===== config.mk =====
export PLATFORM = sky130hd
export DESIGN_NAME = uarttx_outfifo_design
export DESIGN_NICKNAME = d
export VERILOG_FILES = /design/src/rtl/uarttx_outfifo_design.sv
export SDC_FILE = /design/constraint.sdc
export NUM_CORES = 1
export LEC_CHECK = 0
export CORE_UTILIZATION = 63
export DETAILED_ROUTE_END_ITERATION = 10
export PLACE_DENSITY = 0.79
export SLEW_MARGIN = 40
export SYNTH_ARGS = -nofsm -noshare
export SYNTH_HDL_FRONTEND = slang
export SYNTH_SLANG_ARGS = --single-unit
export TNS_END_PERCENT = 10

===== constraint.sdc =====
create_clock -name clk_in1 -period 5.35 [get_ports clk_in1]
set_clock_uncertainty 0.2 [all_clocks]
set_input_delay 1.07 -clock clk_in1 [delete_from_list [all_inputs] [get_ports clk_in1]]
set_output_delay 1.07 -clock clk_in1 [all_outputs]
set_load 0.05 [all_outputs]

===== src/rtl/uarttx_outfifo_design.sv =====
// -----------------------------------------------------------------------------
// uarttx_outfifo_design
//
// Accumulator-to-UART streaming block. A start edge streams DEPTH stimulus
// words out of a fixed ROM through a per-lane wrapping accumulator and into a
// 16-entry output FIFO. A transmit_en edge drains the FIFO over an 8N1 UART
// line, three bytes per word, least significant byte first.
//
// Ports
//   clk_in1         in   system clock, everything on the rising edge
//   allrst          in   synchronous active-high reset
//   start           in   rising edge launches a ROM -> accumulator -> FIFO pass
//   transmit_en     in   rising edge launches the FIFO drain over UART
//   o_Tx_Serial     out  UART line, idles high
//   o_Tx_Active     out  high from start bit through data bit 7 of a frame
//   outfifo_full    out  FIFO holds 2**ADDRESSWIDTH entries
//   transmit_Ready  out  drain engine idle
// -----------------------------------------------------------------------------
module uarttx_outfifo_design #(
   parameter int W            = 6,
   parameter int Wc           = 4,
   parameter int DEPTH        = 10,
   parameter int ADDRESSWIDTH = 4,
   parameter int CLKS_PER_BIT = 87
) (
   input  logic clk_in1,
   input  logic allrst,
   input  logic start,
   input  logic transmit_en,
   output logic o_Tx_Serial,
   output logic o_Tx_Active,
   output logic outfifo_full,
   output logic transmit_Ready
);

   localparam int DW         = Wc * W;
   localparam int FIFO_DEPTH = 2 ** ADDRESSWIDTH;
   localparam int CW         = $clog2(CLKS_PER_BIT);

   typedef enum logic [2:0] {
      ST_IDLE,
      ST_POP,
      ST_SEND_B0,
      ST_SEND_B1,
      ST_SEND_B2
   } state_t;

   // ---------------------------------------------------------------------
   // Input edge detection
   // ---------------------------------------------------------------------
   logic start_prev_q, start_prev_d;
   logic tx_prev_q,    tx_prev_d;
   logic start_rise, tx_rise;

   assign start_prev_d = start;
   assign tx_prev_d    = transmit_en;
   assign start_rise   = start & ~start_prev_q;
   assign tx_rise      = transmit_en & ~tx_prev_q;

   // ---------------------------------------------------------------------
   // Pass controller: walks ROM addresses 0..DEPTH-1, one per cycle
   // ---------------------------------------------------------------------
   logic                    pass_active_q, pass_active_d;
   logic [ADDRESSWIDTH-1:0] rom_addr_q,    rom_addr_d;

   always_comb begin
      pass_active_d = pass_active_q;
      rom_addr_d    = rom_addr_q;
      if (pass_active_q) begin
         if (rom_addr_q == ADDRESSWIDTH'(DEPTH - 1)) begin
            pass_active_d = 1'b0;
         end else begin
            rom_addr_d = rom_addr_q + 1'b1;
         end
      end else if (start_rise) begin
         // start edges seen while a pass runs fall through this branch unused
         pass_active_d = 1'b1;
         rom_addr_d    = '0;
      end
   end

   // ---------------------------------------------------------------------
   // Stimulus ROM: entry i replicates i in every lane. The table is a pure
   // function of the address, so it is generated rather than stored.
   // ---------------------------------------------------------------------
   logic [DW-1:0] rom_data_q, rom_data_d;
   logic          rom_valid_q, rom_valid_d;

   assign rom_valid_d = pass_active_q;

   for (genvar gi = 0; gi < Wc; gi++) begin : g_rom_lane
      assign rom_data_d[gi*W +: W] = W'(rom_addr_q);
   end

   // ---------------------------------------------------------------------
   // Per-lane accumulator, wraps modulo 2**W. Only reset clears it.
   // ---------------------------------------------------------------------
   logic [DW-1:0] acc_q, acc_d;
   logic          acc_valid_q, acc_valid_d;

   assign acc_valid_d = rom_valid_q;

   for (genvar gi = 0; gi < Wc; gi++) begin : g_acc_lane
      assign acc_d[gi*W +: W] = rom_valid_q ? (acc_q[gi*W +: W] + rom_data_q[gi*W +: W])
                                            : acc_q[gi*W +: W];
   end

   // ---------------------------------------------------------------------
   // Output FIFO. acc_valid_q is the write strobe and acc_q holds the
   // freshly updated sum in that same cycle.
   // ---------------------------------------------------------------------
   logic [DW-1:0]           fifo_mem [FIFO_DEPTH];
   logic [DW-1:0]           rd_word_q;
   logic [ADDRESSWIDTH-1:0] wr_ptr_q, wr_ptr_d;
   logic [ADDRESSWIDTH-1:0] rd_ptr_q, rd_ptr_d;
   logic [ADDRESSWIDTH:0]   count_q,  count_d;
   logic                    fifo_full, fifo_empty;
   logic                    fifo_wr, fifo_rd;
   state_t                  state_q, state_d;

   assign fifo_full  = (count_q == (ADDRESSWIDTH+1)'(FIFO_DEPTH));
   assign fifo_empty = (count_q == '0);
   // Writes into a full FIFO are dropped outright, leaving contents intact.
   assign fifo_wr    = acc_valid_q & ~fifo_full;
   // POP is only ever entered with the FIFO non-empty.
   assign fifo_rd    = (state_q == ST_POP);

   always_comb begin
      wr_ptr_d = fifo_wr ? wr_ptr_q + 1'b1 : wr_ptr_q;
      rd_ptr_d = fifo_rd ? rd_ptr_q + 1'b1 : rd_ptr_q;
      unique case ({fifo_wr, fifo_rd})
         2'b10:   count_d = count_q + 1'b1;
         2'b01:   count_d = count_q - 1'b1;
         default: count_d = count_q;
      endcase
   end

   // Storage and registered read port, no reset so it maps onto block RAM.
   always_ff @(posedge clk_in1) begin
      if (fifo_wr) begin
         fifo_mem[wr_ptr_q] <= acc_q;
      end
      if (fifo_rd) begin
         rd_word_q <= fifo_mem[rd_ptr_q];
      end
   end

   // ---------------------------------------------------------------------
   // Drain FSM with embedded 8N1 transmitter.
   // bit_idx: 0 = start bit, 1..8 = data bits LSB first, 9 = stop bit.
   // ---------------------------------------------------------------------
   logic [3:0]    bit_idx_q, bit_idx_d;
   logic [CW-1:0] clk_cnt_q, clk_cnt_d;

   always_comb begin
      state_d   = state_q;
      bit_idx_d = bit_idx_q;
      clk_cnt_d = clk_cnt_q;
      unique case (state_q)
         ST_IDLE: begin
            if (tx_rise && !fifo_empty) begin
               state_d = ST_POP;
            end
         end
         ST_POP: begin
            state_d   = ST_SEND_B0;
            bit_idx_d = '0;
            clk_cnt_d = '0;
         end
         default: begin
            if (clk_cnt_q == CW'(CLKS_PER_BIT - 1)) begin
               clk_cnt_d = '0;
               if (bit_idx_q == 4'd9) begin
                  bit_idx_d = '0;
                  unique case (state_q)
                     ST_SEND_B0: state_d = ST_SEND_B1;
                     ST_SEND_B1: state_d = ST_SEND_B2;
                     // count_d includes a word landing this very cycle, so
                     // words written during the drain are not stranded.
                     default:    state_d = (count_d == '0) ? ST_IDLE : ST_POP;
                  endcase
               end else begin
                  bit_idx_d = bit_idx_q + 1'b1;
               end
            end else begin
               clk_cnt_d = clk_cnt_q + 1'b1;
            end
         end
      endcase
   end

   // Line outputs are registered from the next-state values so the serial
   // line, the active flag and transmit_Ready all change on the same edge
   // as the state they describe.
   logic       sending_d;
   logic [7:0] tx_byte_d;
   logic [2:0] data_sel_d;
   logic       tx_serial_q, tx_serial_d;
   logic       tx_active_q, tx_active_d;
   logic       ready_q,     ready_d;

   always_comb begin
      sending_d  = (state_d == ST_SEND_B0) || (state_d == ST_SEND_B1) ||
                   (state_d == ST_SEND_B2);
      data_sel_d = 3'(bit_idx_d - 4'd1);
      unique case (state_d)
         ST_SEND_B1: tx_byte_d = rd_word_q[15:8];
         ST_SEND_B2: tx_byte_d = rd_word_q[23:16];
         default:    tx_byte_d = rd_word_q[7:0];
      endcase
      // The start bit of byte0 is driven during POP, before rd_word_q is
      // loaded; it does not depend on the data so that is harmless.
      if (!sending_d) begin
         tx_serial_d = 1'b1;
      end else if (bit_idx_d == 4'd0) begin
         tx_serial_d = 1'b0;
      end else if (bit_idx_d == 4'd9) begin
         tx_serial_d = 1'b1;
      end else begin
         tx_serial_d = tx_byte_d[data_sel_d];
      end
      tx_active_d = sending_d && (bit_idx_d != 4'd9);
      ready_d     = (state_d == ST_IDLE);
   end

   // ---------------------------------------------------------------------
   // Control and datapath registers
   // ---------------------------------------------------------------------
   always_ff @(posedge clk_in1) begin
      if (allrst) begin
         start_prev_q  <= 1'b0;
         tx_prev_q     <= 1'b0;
         pass_active_q <= 1'b0;
         rom_addr_q    <= '0;
         rom_data_q    <= '0;
         rom_valid_q   <= 1'b0;
         acc_q         <= '0;
         acc_valid_q   <= 1'b0;
         wr_ptr_q      <= '0;
         rd_ptr_q      <= '0;
         count_q       <= '0;
         state_q       <= ST_IDLE;
         bit_idx_q     <= '0;
         clk_cnt_q     <= '0;
         tx_serial_q   <= 1'b1;
         tx_active_q   <= 1'b0;
         ready_q       <= 1'b1;
      end else begin
         start_prev_q  <= start_prev_d;
         tx_prev_q     <= tx_prev_d;
         pass_active_q <= pass_active_d;
         rom_addr_q    <= rom_addr_d;
         rom_data_q    <= rom_data_d;
         rom_valid_q   <= rom_valid_d;
         acc_q         <= acc_d;
         acc_valid_q   <= acc_valid_d;
         wr_ptr_q      <= wr_ptr_d;
         rd_ptr_q      <= rd_ptr_d;
         count_q       <= count_d;
         state_q       <= state_d;
         bit_idx_q     <= bit_idx_d;
         clk_cnt_q     <= clk_cnt_d;
         tx_serial_q   <= tx_serial_d;
         tx_active_q   <= tx_active_d;
         ready_q       <= ready_d;
      end
   end

   assign o_Tx_Serial    = tx_serial_q;
   assign o_Tx_Active    = tx_active_q;
   assign outfifo_full   = fifo_full;
   assign transmit_Ready = ready_q;

endmodule


==> results.md, run 1 <==
Layout:
- The filler cell count in the final layout is 1671.
- The utilization of the core after routing is 0.732.
- Leaving out filler cells and counting taps, the final layout contains 1517.
- 0 antenna diodes ended up in the layout.
- The growth of design area from synthesis to finish is 13.5%.
- At the end of the flow, the number of nets in the layout was 1128.
- The fraction of layout cells with a size suffix above 1 is 0.249.

Drt:
- The average wire per standard cell is 27.9 µm.
- After detailed routing, the number of remaining DRC violations is 0.
- The first detailed-routing pass took 5 iterations.
- The DRC violation total after the first TritonRoute iteration is 1103.
- After detailed routing, the total wire length is 42300 µm.
- In this run the remaining antenna-violating nets after routing total 0.
- The routed layout has 9906 vias.
- The via density per instance is 6.53.

Floorplan:
- The area of the die is 31300 µm².
- The core area is 29900 µm².
- The overall die width is 177 µm.
- The number of cell rows is 63.
- The initial utilization of the core area, before any placement, comes to 0.645.
- The floorplan step set the die height to 177 µm.
- For this design the top-level I/O count stands at 8.

Synth:
- The number of synthesized flops with an enable pin is 408.
- The total of flip-flops plus latches after synthesis is 475.
- The cell accounting for the most synthesized area is edfxtp_1.
- In this run the cell area of the synthesized design comes to 19300 µm².
- Ranked by total cell area, the synthesized netlist is headed by edfxtp_1 (64%), mux4_2 (14%), dfxtp_1 (7.0%), ha_1 (2.0%), nor2_1 (1.5%).
- After synthesis, the mean cell area works out to 18.4 µm².
- Among all flip-flop cells after synthesis, the most frequent one is edfxtp_1.
- The cell count after synthesis came out at 1045.
- For this run, asynchronously set or reset flops after synthesis account for 0.
- When the netlist entered floorplanning its net count stood at 1084.
- After synthesis, the netlist uses 74 different library cells.
- The share of synthesized area in the top cell type comes to 0.636.
- The register area share after synthesis is 0.705.
- The yosys synthesis warning count is 0.

Global route:
- The leftover overflow at the end of global routing is 0.
- The via count of the first global-routing pass came to 10.2k.
- Across every metal layer, demand over resource in global routing totals 0.285.
- The number of antenna violations at the first check in global routing is 0.
- The wire length of the first global-routing pass is 63500 µm.
- Entering global routing, the biggest net connects 57 pins.

Setup path:
- Along the worst path, the maximum fanout reaches 29.
- The cell with the largest stage delay on the worst path is dfxtp_1.
- The arrival time of the worst setup path is 4300 ps.
- In this run the worst setup path begins at state_q[0].
- Walking the worst path, the cells encountered are or3b_1, inv_1, buf_4, ha_1, xor2_1, ha_1, a211oi_1, or2_2, or4_1, nand4_1, o31ai_1, a21oi_1, nor3_1.
- At the worst endpoint, the required time is 5580 ps.
- The capturing element type of the critical path is a flip-flop.
- The internal reg-to-reg setup slack is 1280 ps.
- The worst setup path is launched from a flip-flop.
- For this run, the slowest stage of the critical path takes 660 ps.
- In this design, the critical path's most frequently occurring cell is ha_1.
- In this run the critical register-to-register path is launched from state_q[0].
- The critical path class is reg2reg.

Pwr:
- The power per cell area is 338 nW/µm².
- Of the total power, the share spent switching nets is 0.200.
- The overall power consumption is 7.40 mW.
- IR analysis of the VDD net gives a maximum drop of 0.253 mV.
- The static leakage is 7.07 nW.
- In this run the power spent charging and discharging nets is 1.48 mW.
- Of the total power, registers draw 0.542.
- The combinational share of power is 0.016.
- The share of total power dissipated in the clock network is 0.442.
- The internal portion of the total power is 5.92 mW.

Place:
- Routability-driven placement finished with a final weighted congestion of 0.878.
- Buffers placed on the I/O ports in this run total 7.
- Counting tap cells, the placed design contains a total of 1428 instances.
- The post-place setup slack is 1330 ps.
- Detailed placement finished with a half-perimeter wire length of 25700 µm.

Worst hold path:
- The worst hold path class is reg2reg.
- The launch instance of the worst min-delay path is rom_addr_q[3].

STA:
- In the finished design, the share of the clock period the worst path needs comes to 0.761.
- The least setup slack across all paths after layout is 1280 ps.
- The number of pins exceeding their max-slew limit in the final report is 0.
- Derived from the worst setup path, the maximum achievable clock frequency is 246 MHz.
- Setup violations remaining at the end of the flow were counted as 0.
- The aggregate negative setup slack is 0 ps.
- The headroom to the max-slew limit is 0.447.
- Setup repair after global routing left no endpoint under its margin.
- The final hold violation count came to 0.
- The final period demand of the worst path is 4070 ps.
- The worst-margin pin slew is 829 ps.

Clocking:
- In this run the post-CTS setup repair buffer count came out at 0.
- The number of buffers added to fix hold violations after cts is 0.
- TritonCTS built the clock tree.
- The cell at the root of the clock tree is clkbuf_16.
- Clock tree synthesis found a total of 475 sinks.
- Clock-pin slew was measured on the worst setup and hold paths at 60 ps.
- The CTS H-tree depth is 2.
- The source-to-sink clock delay at the later pin of the worst-skew pair is 560 ps.
- No sink is reached through more buffers than the 3 on the longest clock path.
- The number of resized instances in the post-cts repair step is 0.
- The number of CTS-inserted buffers is 47.

Run:
- The tool flagged a number of max-cap violations equal to 0.

Status:
- The run finished with clean final reports.
-- placed cells by master, fill, tap and decap left out, types with 10 or more instances in the layout --
cell type,instances
a21oi_1,27
buf_16,10
buf_4,18
buf_8,12
clkbuf_16,48
clkinv_2,12
dfxtp_1,64
edfxtp_1,408
ha_1,31
inv_1,27
mux2i_1,17
mux4_2,120
nand2_1,27
nand4_1,10
nor2_1,67
nor2_4,12
nor2b_1,22
o21ai_0,13
xor2_1,19
-- power groups by stage --
stage	Combinational (mW)	Sequential, mW	Clock, mW
3_3_place_gp	0.110	4.09	0
3_5_place_dp	0.114	4.09	0
2_1_floorplan	0.0864	4.08	0
4_1_cts	0.115	4.01	3.29
6_report	0.118	4.01	3.27
5_1_grt	0.128	4.01	3.42
-- flip-flops by register name (all words and copies together) (netlist names), 5 cells and up --
signal	count
clk_cnt_q	7
count_q	5
fifo_mem	384
rd_word_q	24
acc_q	24
-- routing by layer --
| layer | GRT usage | up-vias | part of all wire |
|---|---|---|---|
| met4 | 0.102 | 0 | 0.033 |
| met1 | 0.389 | 5113 | 0.39 |
| met5 | 0 | - | 0 |
| li1 | - | 4255 | - |
| met3 | 0.0412 | 92 | 0.073 |
| met2 | 0.476 | 446 | 0.51 |
-- stage by stage --
stage,hold WS (ps),instance area (µm²)
after CTS,303,21800
after global routing,309,21900
after detailed placement,289,20300
final,306,21900
after floorplan,263,19300
after global placement,281,19800
-- cell families after synthesis --
logic type,Yosys count,synth area share
flip-flops,475,0.705
XOR/XNOR,29,0.0136
adder cells (fa/ha/maj),35,0.0243
AND/OR/NAND/NOR,183,0.0476
multiplexers,139,0.150
buffers and inverters,82,0.0186
AO/OA/AOI/OAI,102,0.0406
-- Yosys cell counts, types with 13 or more instances --
cell      count
xor2_1       19
nor2_1       79
ha_1         31
nor2b_1      22
mux2i_1      17
inv_1        27
a21oi_1      27
edfxtp_1    408
mux4_2      120
dfxtp_1      67
nand2_1      27
o21ai_0      13
clkbuf_1     26
-- area by class of cell --
cell class	instances	area, µm²	area share
multi-input cells	488	5440	0.249
well taps	390	488	0.0223
inverters	27	101	0.00463
repair buffers	50	716	0.0327
clock inverters	28	272	0.0124
clock buffers	59	1260	0.0577
flip-flops and latches	475	13600	0.622
-- final timing paths --
kind | to | depth (start not counted)
min | rom_data_q[15] | 1
max reg2reg | transmit_Ready | 13
max | transmit_Ready | 13
min reg2reg | rom_data_q[15] | 1
-- worst max-delay path, delay by kind of cell, from the launching register on --
kind	cells	cell delay, ps
AND/OR/NAND/NOR	5	1500
XOR/XNOR	1	190
AO/OA/AOI/OAI	3	340
buffers and inverters	2	420
adder cells (fa/ha/maj)	2	620
flip-flops	1	660
Power figures use the tool's default switching activity.
==> inputs of run 2 (changes only) <==
==> constraint.sdc (replaced) <==
create_clock -name clk_in1 -period 4.25 [get_ports clk_in1]
set_clock_uncertainty 0.2 [all_clocks]
set_input_delay 0.85 -clock clk_in1 [delete_from_list [all_inputs] [get_ports clk_in1]]
set_output_delay 0.85 -clock clk_in1 [all_outputs]
set_load 0.05 [all_outputs]
==> run 2 against run 1 <==
Via count up 0.33%. Count of clock-buffer cells in the layout up 7. Fmax up 8.6%. Die area unchanged. Sequential share of layout area up 0.91 points. Sequential cell count unchanged. Non-clock buffer count down 8. Critical path type unchanged. Largest cell class unchanged. Largest power group unchanged.
==> results.md, run 2 (synthesis gave the netlist of run 1 again) <==
STA:
- The final period demand of the worst path is 3750 ps (was 4070 ps).
- The worst-margin pin slew was 846 ps (was 829 ps).
- The highest clock frequency the design can meet is 267 MHz (was 246 MHz).
- The number of pins exceeding their max-slew limit in the final report came to 0 (unchanged).
- The headroom to the max-slew limit is 0.435 (was 0.447).
- The number of setup violations in the final report is 0 (unchanged).
- The aggregate negative setup slack is 0 ps (unchanged).
- The part of the cycle the worst path needs is 0.883 (was 0.761).
- The final hold violation count is 0 (unchanged).
- The least setup slack across all paths after layout is 499 ps (was 1280 ps).
- Setup repair after global routing missed its margin: false (unchanged).
- The worst hold margin was 286 ps (was 306 ps).

Floorplan:
- The overall die width is 177 µm (unchanged).
- The number of cell rows is 63 (unchanged).
- The vertical extent of the die is 177 µm (unchanged).
- The starting utilization of the core area is 0.645 (unchanged).
- The I/O pin total is 8 (unchanged).
- The area of the die came to 31300 µm² (unchanged).
- The core area is 29900 µm² (unchanged).

Place:
- The cell count after placement is 1422 (was 1428).
- The post-place setup slack is 506 ps (was 1330 ps).
- The count of port buffers added during placement is 7 (unchanged).
- The final RePlAce weighted congestion was 0.880 (was 0.878).
- The half-perimeter wire length after detailed placement came to 24300 µm (was 25700 µm).

Setup path:
- The critical path class is reg2reg (unchanged).
- The critical path required time is 4480 ps (was 5580 ps).
- The startpoint type of the worst setup path is a flip-flop (unchanged).
- The capturing element type of the critical path is a flip-flop (unchanged).
- The largest driver fanout on the critical path is 10 (was 29).
- The arrival time of the worst setup path came to 3980 ps (was 4300 ps).

Global route:
- The met3 track demand over resource in global routing was 0.0526 (was 0.0412).
- The pin count of the biggest net entering global routing is 43 (was 57).
- The global-route layer with the greatest usage is met2 (unchanged).
- The met1 routing resource usage after global routing came to 0.396 (was 0.389).
- The global-route usage over all layers is 0.280 (was 0.285).
- The leftover overflow at the end of global routing is 0 (unchanged).
- The wire length of the first global-routing pass is 62500 µm (was 63500 µm).
- The via count of the first global-routing pass was 9928 (was 10.2k).
- The number of antenna violations at the first check in global routing is 1 (was 0).
- The met2 layer usage reported by global route came to 0.447 (was 0.476).

Drt:
- The average wire per standard cell is 27.5 µm (was 27.9 µm).
- The final wirelength came to 41400 µm (was 42300 µm).
- The number of remaining DRC errors was 0 (unchanged).
- The count of nets left with antenna violations after detail routing is 0 (unchanged).
- The via total after detailed routing is 9939 (was 9906).
- The DRC violation total after the first TritonRoute iteration came to 1107 (was 1103).
- The number of detailed-route iterations in the first pass is 5 (unchanged).
- The via density per instance was 6.60 (was 6.53).

Pwr:
- The sequential power share came to 0.546 (was 0.542).
- The power per cell area is 429 nW/µm² (was 338 nW/µm²).
- The overall power consumption is 9.26 mW (was 7.40 mW).
- The static leakage was 6.94 nW (was 7.07 nW).
- The internal power contribution is 7.46 mW (was 5.92 mW).
- The combinational share of power is 0.016 (about the same).
- The peak supply drop is 0.302 mV (was 0.253 mV).
- The switching power summed over all nets came to 1.80 mW (was 1.48 mW).
- The clock network fraction of design power came to 0.439 (was 0.442).
- The switching fraction of total power is 0.194 (was 0.200).

Clocking:
- The buffer depth of the longest clock path is 3 (unchanged).
- The number of resized instances in the post-cts repair step is 0 (unchanged).
- The number of buffers added to fix hold violations after cts is 0 (unchanged).
- The TritonCTS clock tree was built (unchanged).
- The source-to-sink clock delay at the later pin of the worst-skew pair came to 550 ps (was 560 ps).
- The cell at the root of the clock tree is clkbuf_16 (unchanged).
- The CTS H-tree depth is 2 (unchanged).
- The number of CTS-inserted buffers is 46 (was 47).
- The post-CTS repair timing setup buffer count was 0 (unchanged).
- The clock transition at the register clock pins on the worst setup and hold paths after CTS is 60 ps (about the same).
- The number of sinks handled by clock tree synthesis is 475 (unchanged).

Layout:
- The flip-flop count of the largest register, all copies and words added is 384 (unchanged).
- The leading cell type in the layout, fill and taps excluded was edfxtp_1 (unchanged).
- The filler cell count in the final layout came to 1677 (was 1671).
- The growth of design area from synthesis to finish came to 11.9% (was 13.5%).
- The fraction of layout cells with a size suffix above 1 is 0.237 (was 0.249).
- The post-route non-filler standard cell count is 1507 (was 1517).
- The net count of the finished layout is 1119 (was 1128).
- Regs by FF count: fifo_mem: 384 flops, acc_q: 24 flops, rd_word_q: 24 flops (unchanged).
- Leading cell types in the layout, fill and taps excluded: edfxtp_1 (408), mux4_2 (120), nor2_1 (67) (unchanged).
- The most flop-heavy register is fifo_mem (unchanged).

Run:
- The max capacitance violation total is 0 (unchanged).

Worst hold path:
- The worst hold path class is reg2reg (unchanged).

Status:
- Run status: finished, final reports clean (unchanged).
[run 2: cell type report]
type,count,area (µm²),area share
flip-flops and latches,475,13600,0.631
multi-input cells,488,5440,0.252
clock buffers,66,1260,0.0583
well taps,390,488,0.0226
repair buffers,42,445,0.0206
clock inverters,18,234,0.0108
inverters,27,101,0.00470
diodes,1,2.50,0.000116
[run 2: path summary, 6_finish.rpt]
kind / start / end / slack [ps] / depth (start not counted)
max: count_q[0] / transmit_Ready / 500 / 15
min: rom_addr_q[3] / rom_data_q[15] / 290 / 1
max reg2reg: count_q[0] / transmit_Ready / 500 / 15
min reg2reg: rom_addr_q[3] / rom_data_q[15] / 290 / 1
[run 2: critical path, cell delays in order, from the launching register on]
cell      delay (ps)
dfxtp_1          370
nor4_1           290
buf_4            170
nand2_1           70
and2_1           260
inv_1            120
ha_1             350
xor2_1           180
ha_1             220
a211oi_1          80
or2_2            290
or4_1            530
nand4_1          120
o31ai_1           70
a21oi_1          220
nor3_1            90
[run 2: metrics by stage]
stage          cell area [µm²]  utilization
5_1_grt                  21600        0.722
6_report                 21600        0.722
3_5_place_dp             20100        0.672
2_1_floorplan            19300            -
3_3_place_gp             19900        0.668
4_1_cts                  21600        0.722
[run 2: power by group through the flow]
stage	registers [mW]	logic [mW]	clock network, mW
2_1_floorplan	5.14	0.109	0
5_1_grt	5.06	0.157	4.26
6_report	5.05	0.144	4.06
3_5_place_dp	5.15	0.143	0
4_1_cts	5.06	0.145	4.09
3_3_place_gp	5.15	0.139	0
[run 2: per-layer routing]
metal  wire (µm)  up-vias
met3        3720       91
met1       16200     5082
li1            -     4251
met5           0        -
met2       20200      515
met4        1210        0
==> inputs of run 3 (changes only) <==
--- a/config.mk
+++ b/config.mk
@@ -5,8 +5,10 @@
 export SDC_FILE = /design/constraint.sdc
 export NUM_CORES = 1
 export LEC_CHECK = 0
+export CORE_ASPECT_RATIO = 1.25
 export CORE_UTILIZATION = 63
 export DETAILED_ROUTE_END_ITERATION = 10
+export GPL_ROUTABILITY_DRIVEN = 0
 export PLACE_DENSITY = 0.79
 export SLEW_MARGIN = 40
 export SYNTH_ARGS = -nofsm -noshare
==> run 3 against run 2 <==
Sequential power is essentially flat. Global-route usage increased by 0.069 points. Non-clock buffer count is 3 lower. Register-to-register slack worse by 20 ps. Critical path depth stayed put. Combinational power is 3% higher. Setup slack worse by 18 ps. Power is 4.1% lower. Clock power decreased by 9.4%. Cell area decreased by 1.2%. First-iteration DRC count decreased by 4.1%. Critical path type unchanged. Highest routed layer is now met5.
==> results.md, run 3 (synthesis gave the netlist of run 1 again) <==
Status:
- Run status: finished, final reports clean (unchanged).

Clocking:
- The number of resized instances in the post-cts repair step is 0 (unchanged).
- The TritonCTS clock tree is built (unchanged).
- The CTS H-tree depth was 2 (unchanged).
- The number of sinks handled by clock tree synthesis is 475 (unchanged).
- The number of buffers added to fix hold violations after cts was 0 (unchanged).
- The post-CTS repair timing setup buffer count is 0 (unchanged).
- The number of CTS-inserted buffers is 43 (was 46).
- The cell at the root of the clock tree is clkbuf_16 (unchanged).
- The clock transition at the register clock pins on the worst setup and hold paths after CTS is 70 ps (was 60 ps).
- The source-to-sink clock delay at the later pin of the worst-skew pair is 550 ps (about the same).
- The buffer depth of the longest clock path was 3 (unchanged).

Run:
- The max capacitance violation total is 0 (unchanged).

Pwr:
- The power per cell area came to 416 nW/µm² (was 429 nW/µm²).
- The clock network fraction of design power is 0.414 (was 0.439).
- The sequential power share is 0.569 (was 0.546).
- The internal power contribution was 7.15 mW (was 7.46 mW).
- The switching fraction of total power was 0.194 (about the same).
- The combinational share of power is 0.017 (was 0.016).
- The overall power consumption is 8.88 mW (was 9.26 mW).
- The switching power summed over all nets came to 1.72 mW (was 1.80 mW).
- The static leakage is 6.83 nW (was 6.94 nW).
- The peak supply drop is 0.329 mV (was 0.302 mV).

Global route:
- The wire length of the first global-routing pass is 61600 µm (was 62500 µm).
- The met2 layer usage reported by global route came to 0.468 (was 0.447).
- The global-route usage over all layers is 0.280 (about the same).
- The leftover overflow at the end of global routing came to 0 (unchanged).
- The met1 routing resource usage after global routing is 0.350 (was 0.396).
- The pin count of the biggest net entering global routing was 48 (was 43).
- The via count of the first global-routing pass is 10.1k (was 9928).
- The met3 track demand over resource in global routing is 0.0610 (was 0.0526).
- The number of antenna violations at the first check in global routing is 4 (was 1).
- The global-route layer with the greatest usage is met2 (unchanged).

Setup path:
- The internal reg-to-reg setup slack is 480 ps (was 500 ps).
- Worst-path cell chain: nor4_1, buf_4, nand2_1, and2_1, inv_1, ha_1, xor2_1, ha_1, a211oi_1, or2_2, or4_1, nand4_1, o31ai_1, a21oi_1, nor3_1 (unchanged).
- The reg-to-reg startpoint is count_q[1] (was count_q[0]).
- The timing endpoint of the critical path is transmit_Ready (unchanged).
- The stage delay of the slowest cell on the critical path is 540 ps (was 530 ps).
- The most common cell type on the critical path is ha_1 (unchanged).
- The startpoint type of the worst setup path is a flip-flop (unchanged).
- The destination of the worst register-to-register timing path was transmit_Ready (unchanged).
- The critical path class is reg2reg (unchanged).
- The number of buffer and inverter stages on the critical path was 2 (unchanged).
- The largest driver fanout on the critical path is 10 (unchanged).
- The path depth of the worst reg2reg path came to 15 (unchanged).
- The cell with the largest stage delay on the worst path is or4_1 (unchanged).
- The logic depth of the worst path, buffers included was 15 (unchanged).
- The cell class contributing the biggest share of worst-path delay is simple AND/OR/NAND/NOR gates (unchanged).
- The arrival time of the worst setup path is 4000 ps (was 3980 ps).
- The critical path required time was 4480 ps (about the same).
- The capturing element type of the critical path was a flip-flop (unchanged).
- The source of the critical timing path is count_q[1] (was count_q[0]).

Layout:
- The growth of design area from synthesis to finish is 10.6% (was 11.9%).
- Leading cell types in the layout, fill and taps excluded: edfxtp_1 (408), mux4_2 (120), nor2_1 (67) (unchanged).
- The leading cell type in the layout, fill and taps excluded is edfxtp_1 (unchanged).
- The flip-flop count of the largest register, all copies and words added is 384 (unchanged).
- The most flop-heavy register is fifo_mem (unchanged).
- The net count of the finished layout was 1113 (was 1119).
- The post-route non-filler standard cell count is 1507 (unchanged).
- The fraction of layout cells with a size suffix above 1 is 0.226 (was 0.237).
- Regs by FF count: fifo_mem: 384 flops, acc_q: 24 flops, rd_word_q: 24 flops (unchanged).

STA:
- The number of setup violations in the final report is 0 (unchanged).
- The final hold violation count is 0 (unchanged).
- The worst-margin pin slew came to 852 ps (was 846 ps).
- The aggregate negative setup slack came to 0 ps (unchanged).
- The number of pins exceeding their max-slew limit in the final report was 0 (unchanged).
- The headroom to the max-slew limit came to 0.431 (was 0.435).
- The highest clock frequency the design can meet is 265 MHz (was 267 MHz).
- The final period demand of the worst path was 3770 ps (was 3750 ps).
- Setup repair after global routing missed its margin: false (unchanged).
- The part of the cycle the worst path needs is 0.887 (was 0.883).

Drt:
- The via total after detailed routing is 9747 (was 9939).
- The DRC violation total after the first TritonRoute iteration is 1062 (was 1107).
- The number of detailed-route iterations in the first pass is 5 (unchanged).
- The average wire per standard cell was 27.4 µm (was 27.5 µm).
- The final wirelength is 41300 µm (was 41400 µm).
- The via density per instance is 6.47 (was 6.60).
- The count of nets left with antenna violations after detail routing came to 0 (unchanged).
- The number of remaining DRC errors is 0 (unchanged).

Floorplan:
- The number of cell rows was 71 (was 63).
- The area of the die was 31300 µm² (about the same).
- The core area came to 30100 µm² (was 29900 µm²).
- The starting utilization of the core area is 0.640 (was 0.645).
- The overall die width is 158 µm (was 177 µm).
- The vertical extent of the die came to 198 µm (was 177 µm).
- The I/O pin total is 8 (unchanged).

Worst hold path:
- The worst hold path class is reg2reg (unchanged).

Place:
- The count of port buffers added during placement came to 7 (unchanged).
- The cell count after placement is 1430 (was 1422).
- The half-perimeter wire length after detailed placement is 23700 µm (was 24300 µm).
[run 3: cell count changes in the layout (fill, tap and decap cells not counted), sizes merged]
cell,before,now
clkbuf,66,58
clkinvlp,4,1
clkinv,8,13
bufinv,5,3
buf,36,33
[run 3: layout make-up]
cell class / count / area (µm²)
fillers: 1749 / 8800
diodes: 1 / 2.50
repair buffers: 39 / 365
clock buffers: 58 / 1140
inverters: 27 / 101
well taps: 401 / 502
multi-input cells: 488 / 5440
flip-flops and latches: 475 / 13600
clock inverters: 18 / 160
[run 3: worst min-delay path by stage]
stage                  start        endpoint  slack [ps]  cells past startpoint
4_1_cts        rom_addr_q[1]  rom_data_q[19]         300                      2
2_1_floorplan  rom_addr_q[1]  rom_data_q[19]         260                      2
6_report       rom_addr_q[1]  rom_data_q[19]         310                      2
3_3_place_gp   rom_addr_q[1]  rom_data_q[19]         280                      2
3_5_place_dp   rom_addr_q[1]  rom_data_q[19]         300                      2
5_1_grt        rom_addr_q[3]  rom_data_q[15]         340                      1
[run 3: per-layer routing]
layer / vias up / share of wire
li1: 4207 / -
met1: 5010 / 0.37
met2: 402 / 0.52
met3: 124 / 0.072
met4: 4 / 0.046
met5: - / 0.00065
[run 3: through the flow]
stage | util | hold WS, ps | worst slack, ps | cell area (µm²)
4_1_cts | 0.708 | 304 | 521 | 21300
2_1_floorplan | - | 263 | 435 | 19300
3_5_place_dp | 0.664 | 296 | 563 | 20000
6_report | 0.708 | 306 | 481 | 21300
5_1_grt | 0.708 | 343 | 191 | 21300
3_3_place_gp | 0.663 | 283 | 583 | 20000
[run 3: power by group through the flow]
stage / Clock [mW] / Sequential [mW] / Combinational [mW]
2_1_floorplan: 0 / 5.14 / 0.109
3_3_place_gp: 0 / 5.15 / 0.144
3_5_place_dp: 0 / 5.15 / 0.146
4_1_cts: 3.72 / 5.05 / 0.150
5_1_grt: 3.88 / 5.05 / 0.161
6_report: 3.68 / 5.05 / 0.149
[run 3: worst min-delay path: stages, from the launching register on]
cell	delay [ps]
dfxtp_1	330
inv_1	70
nor2_1	60
